[config.mk]
export PLATFORM = sky130hd
export DESIGN_NAME = voltage_link_master
export DESIGN_NICKNAME = d
export VERILOG_FILES = /design/src/rtl/voltage_link_master.sv
export SDC_FILE = /design/constraint.sdc
export NUM_CORES = 1
export LEC_CHECK = 0
export BUFFER_PORTS_ARGS = -buffer_cell sky130_fd_sc_hd__buf_2
export CORE_MARGIN = 2
export CORE_UTILIZATION = 60
export CTS_BUF_LIST = sky130_fd_sc_hd__clkbuf_8
export DETAILED_ROUTE_END_ITERATION = 8
export PLACE_DENSITY = 0.92
export RECOVER_POWER = 50
export SYNTH_ARGS = -nofsm -noshare
export SYNTH_HDL_FRONTEND = slang
export SYNTH_SLANG_ARGS = --single-unit
[constraint.sdc]
create_clock -name clk_i -period 4 [get_ports clk_i]
set_input_delay 0.4 -clock clk_i [delete_from_list [all_inputs] [get_ports clk_i]]
set_output_delay 0.4 -clock clk_i [all_outputs]
set_load 0.05 [all_outputs]
[src/rtl/voltage_link_master.sv]
// Initiator and receiver for the FPGA-to-Pi voltage link.
//
// On a request it runs one 13-period sclk frame: period 0 with start low to
// clear the transmitter's start history, then periods 1..12 with start high.
// The transmitter loads on the falling sclk edge of period 1 and shifts the
// 10-bit word out MSB-first on mosi while ncs is low. The word is sampled on
// the last clk cycle of each sclk high phase in periods 2..11, and ncs is
// checked low in those periods and high in period 12.
//
// Ports:
//   clk_i        system clock, all flops rising-edge
//   reset_i      synchronous active-high reset
//   req_i        frame request, level-sampled while idle
//   sclk_o       link clock, registered, idles low
//   start_o      frame start to the transmitter, registered
//   mosi_i       serial data from the transmitter (asynchronous)
//   ncs_i        transmitter chip-select, active low (asynchronous)
//   data_o       last received word
//   valid_o      one-cycle pulse when data_o and frame_err_o update
//   busy_o       a frame is in progress
//   frame_err_o  1 when an ncs check failed in the last completed frame
module voltage_link_master #(
  parameter int unsigned CLK_DIV = 4
) (
  input  logic       clk_i,
  input  logic       reset_i,
  input  logic       req_i,
  output logic       sclk_o,
  output logic       start_o,
  input  logic       mosi_i,
  input  logic       ncs_i,
  output logic [9:0] data_o,
  output logic       valid_o,
  output logic       busy_o,
  output logic       frame_err_o
);

  // Last clk cycle index inside one sclk half-period.
  localparam logic [7:0] DivLast    = 8'(CLK_DIV - 1);
  localparam logic [3:0] FirstBit   = 4'd2;
  localparam logic [3:0] LastBit    = 4'd11;
  localparam logic [3:0] LastPeriod = 4'd12;

  typedef enum logic [0:0] {StIdle, StFrame} state_e;

  state_e      state_q;
  logic [3:0]  period_q;   // sclk period inside the frame, 0..12
  logic [7:0]  div_cnt_q;  // clk cycle inside the current half-phase
  logic        sclk_q;     // also serves as the half-phase indicator
  logic        start_q;
  logic        busy_q;
  logic        valid_q;
  logic [9:0]  shift_q;
  logic [9:0]  data_q;
  logic        err_q;
  logic        frame_err_q;

  // Two-flop synchronizers; ncs resets to its inactive (high) level.
  logic mosi_meta_q, mosi_sync_q;
  logic ncs_meta_q, ncs_sync_q;

  always_ff @(posedge clk_i) begin
    if (reset_i) begin
      mosi_meta_q <= 1'b0;
      mosi_sync_q <= 1'b0;
      ncs_meta_q  <= 1'b1;
      ncs_sync_q  <= 1'b1;
    end else begin
      mosi_meta_q <= mosi_i;
      mosi_sync_q <= mosi_meta_q;
      ncs_meta_q  <= ncs_i;
      ncs_sync_q  <= ncs_meta_q;
    end
  end

  always_ff @(posedge clk_i) begin
    if (reset_i) begin
      state_q     <= StIdle;
      period_q    <= '0;
      div_cnt_q   <= '0;
      sclk_q      <= 1'b0;
      start_q     <= 1'b0;
      busy_q      <= 1'b0;
      valid_q     <= 1'b0;
      shift_q     <= '0;
      data_q      <= '0;
      err_q       <= 1'b0;
      frame_err_q <= 1'b0;
    end else begin
      valid_q <= 1'b0;
      case (state_q)
        StIdle: begin
          if (req_i) begin
            // Period 0 begins now: sclk high, start still low.
            state_q   <= StFrame;
            busy_q    <= 1'b1;
            period_q  <= '0;
            div_cnt_q <= '0;
            sclk_q    <= 1'b1;
            start_q   <= 1'b0;
            shift_q   <= '0;
            err_q     <= 1'b0;
          end
        end

        StFrame: begin
          if (div_cnt_q != DivLast) begin
            div_cnt_q <= div_cnt_q + 8'd1;
          end else begin
            div_cnt_q <= '0;
            if (sclk_q) begin
              // End of the high phase: this edge drives sclk low and samples.
              sclk_q <= 1'b0;
              if (period_q >= FirstBit && period_q <= LastBit) begin
                shift_q <= {shift_q[8:0], mosi_sync_q};
                if (ncs_sync_q) begin
                  err_q <= 1'b1;
                end
              end else if (period_q == LastPeriod) begin
                // Transmitter must have released ncs after the last bit.
                if (!ncs_sync_q) begin
                  err_q <= 1'b1;
                end
              end
            end else if (period_q == LastPeriod) begin
              // End of the last period: frame completes.
              state_q     <= StIdle;
              busy_q      <= 1'b0;
              start_q     <= 1'b0;
              data_q      <= shift_q;
              frame_err_q <= err_q;
              valid_q     <= 1'b1;
            end else begin
              // Next period; start stays high from period 1 onward.
              period_q <= period_q + 4'd1;
              sclk_q   <= 1'b1;
              start_q  <= 1'b1;
            end
          end
        end

        default: begin
          state_q <= StIdle;
        end
      endcase
    end
  end

  assign sclk_o      = sclk_q;
  assign start_o     = start_q;
  assign busy_o      = busy_q;
  assign valid_o     = valid_q;
  assign data_o      = data_q;
  assign frame_err_o = frame_err_q;

endmodule

==> out/results.tsv <==
stage	metric	value	unit
status	status	completed	
detailed_routing	routed len/inst	15.30	um
sta	total negative setup slack	0	ns
cells_and_area	area grow syn2layout	9.922	%
power	Leakage	0.0006899	uW
placement	Placer Congestion	0.8129	
yosys	syn nets	195	
yosys	most frequent cells after synthesis	dfxtp_1, nand2_1, a21oi_1, nand2b_1	
cells_and_area	fin area	1954	um2
clock_tree	H-tree depth	2	
detailed_routing	DRC Markers	0	
yosys	#FFs+latches synth	43	
detailed_routing	first drt pass iteration count	4	
sta	RSZ-0062 raised after global routing	false	
detailed_routing	Vias	1398	
detailed_routing	vias per cell	5.924	
sta	worst setup margin	1.082	ns
floorplanning	Ports	20	
detailed_routing	drt total wl	3611	um
yosys	post-synthesis compound-gate area fraction	14.43	%
worst_setup_path	Setup crit end kind	register	
yosys	warning count from the yosys run	0	
yosys	Cells after Synth	186	
floorplanning	Die Span X	58.44	um
hold_path	hold crit path type	primary input to register	
hold_path	Hold Crit Depth	2	
flow_run	max cap viols	0	
global_routing	first-pass GRT wire length	5747	um
clock_tree	TritonCTS buffer count	5	
yosys	share of the synthesized area in the top cell type	48.42	%
worst_setup_path	Data required, critical path	4.23	ns
yosys	Top FF cell, synth	dfxtp_1	
cells_and_area	share of cells above drive strength 1	7.805	%
yosys	adder-cell share of the synthesized area	2.815	%
cells_and_area	Final Net Count	213	
yosys	cell taking the most area after synthesis	dfxtp_1	
power	switching power	188.6	uW
yosys	Syn Area/Cell	9.559	um2
clock_tree	Post-CTS Setup Inserts	0	
placement	DP Area	1877	um2
sta	# setup viols final	0	
sta	f_max	342.8	MHz
yosys	multiplexer area fraction after synthesis	6.193	%
floorplanning	initial core utilization	63.92	%
power	Comb power frac	4.6	%
floorplanning	FP Rows	19	
worst_setup_path	Max Fanout on Critical Path	10	
cells_and_area	ANT cells	0	
power	sequential power share	54.0	%
placement	Detailed Place HPWL	2362	um
yosys	EDFF count, synth	0	
clock_tree	Bufs on Longest Clock Path	2	
yosys	Mapped Area	1778	um2
yosys	most frequent cell after synthesis	dfxtp_1	
power	Pwr Total	819.3	uW
clock_tree	hold buffers post-CTS	0	
worst_setup_path	CP cell instances	ha_1 > nor4b_1 > nand3_1 > nor3b_2 > mux2i_1	
cells_and_area	count of filler cells inserted in the layout	221	
sta	Clock Skew	0.005638	ns
floorplanning	Chip Height	58.44	um
worst_setup_path	path depth of the worst reg2reg path	5	
yosys	main combinational cell family by area after synthesis	simple AND/OR/NAND/NOR gates	
power	Pint	630.7	uW
floorplanning	Core Region	2781	um2
global_routing	initial antenna violation count	0	
placement	I/O Buffers	19	
power	Clk network pwr share	41.4	%
global_routing	GRT overflow	0	
sta	Final Hold Vio Count	0	
clock_tree	total clock sinks	43	
power	pwr dens	419.2	nW/um2
global_routing	largest net degree at the start of global routing	32	
yosys	leading post-synthesis cells by cell area	dfxtp_1, mux2i_1, a22o_1	
sta	slew margin rel.	18.76	%
yosys	ys async rst share	0	%
cells_and_area	Register Area	860.8	um2
cells_and_area	multi-input logic area	840.8	um2
global_routing	vias in the first global route	1296	
yosys	Synth Area in Simple Gates	23.22	%
clock_tree	cts repair resizes	0	
worst_setup_path	kind of critical path	register to register	
detailed_routing	Antenna Nets Post-Route	0	
floorplanning	die area	3415	um2
power	switch share	23.01	%
sta	final-report max-slew violation count	0	
worst_setup_path	Worst EP arrival	3.15	ns
clock_tree	clock insertion delay at the later pin of the skew report	0.30	ns
clock_tree	CTS tree	done	
sta	period utilisation layout	72.94	%
worst_setup_path	Startpoint Class	register	
clock_tree	CTS root buf	clkbuf_8	
yosys	XOR/XNOR share of the synthesized area	1.478	%
power	VDD IR max	0.4920	mV
sta	Worst-Margin Slew	1.219	ns
worst_setup_path	Slowest cell on crit path	nor3b_2	
global_routing	Tot GR Track Use	22.54	%
sta	Final min period	2.918	ns
placement	pre-CTS setup slack	1.522	ns
yosys	Synth cell types	34	
detailed_routing	1st-iter DRT viols	52	
clock_tree	clock-pin slew on the worst setup and hold paths	0.08	ns
yosys	post-synthesis sequential area ratio	48.42	%
worst_setup_path	largest stage delay on the critical path	0.88	ns
-- worst paths after layout --
kind         slack (ns)                 endpoint                 startpoint
min reg2reg        0.42    ncs_sync_q$_SDFF_PP1_      ncs_meta_q$_SDFF_PP1_
min                0.27    ncs_meta_q$_SDFF_PP1_                      ncs_i
max reg2reg        1.08  shift_q[6]$_SDFFE_PP0P_  div_cnt_q[0]$_SDFFE_PP0P_
max                1.08  shift_q[6]$_SDFFE_PP0P_  div_cnt_q[0]$_SDFFE_PP0P_
-- metrics by stage --
step	std cells	hold WS (ns)	utilization, %
2_1_floorplan	186	0.3895	-
3_3_place_gp	228	0.3919	67.48
3_5_place_dp	228	0.3995	67.48
4_1_cts	236	0.2698	71.53
5_1_grt	236	0.2683	70.27
6_report	236	0.2700	70.27
-- state kept, by name, summed over array words and instances, names as in the netlist --
register,count
div_cnt_q,8
shift_q,10
valid_o,1
ncs_meta_q,1
sclk_o,1
data_o,10
period_q,4
ncs_sync_q,1
busy_o,1
mosi_meta_q,1
state_q,1
frame_err_o,1
mosi_sync_q,1
err_q,1
start_o,1
-- routing by layer --
metal | up-vias | part of all wire, % | global-route usage [%]
met5 | - | 0 | 0
met4 | 0 | 1.2 | 5.980
met3 | 6 | 6.1 | 7.912
met2 | 46 | 50 | 39.17
met1 | 645 | 43 | 26.34
li1 | 701 | - | -
-- power by group through the flow --
stage	combinational, uW	sequential, uW	clock [uW]
floorplan	23.7	456	0
global placement	36.6	452	0
detailed placement	37.8	453	0
CTS	38.1	443	340
global route	40.3	444	358
finish	37.6	443	339
-- worst max-delay path, delay by kind of cell, from the launching register on --
kind	cells	cell delay (ns)
multiplexers	1	0.30
flip-flops	1	0.42
adder cells (fa/ha/maj)	1	0.27
AND/OR/NAND/NOR	3	1.85
-- cell type report --
| type | count | share of cell area (%) |
|---|---|---|
| Clock buffer | 5 | 3.521 |
| Clock inverter | 3 | 2.241 |
| Inverter | 7 | 1.344 |
| Multi-Input combinational cell | 128 | 43.02 |
| Sequential cell | 43 | 44.05 |
| Tap cell | 31 | 1.985 |
| Timing Repair Buffer | 19 | 3.841 |
-- cell usage in the layout, fill, tap and decap left out, types with 7 or more instances in the layout --
cell type and instances:
mux2i_1 11, inv_1 7, a22o_1 11, nand2_1 17
nand2b_1 12, dfxtp_1 43, a21oi_1 12, clkbuf_1 16
nor2_1 7, nand3_1 9
-- cell families (layout without fill, tap and decap cells) --
family	count (synthesis)	count (layout)
and+or+nand+nor	72	72
DFF	43	43
AOI/OAI and AO/OA	38	38
buffers and inverters	15	34
muxes	11	11
adders and majority gates	4	4
xor gates and xnor gates	3	3
No activity file was read; power rests on OpenSTA's default activity.
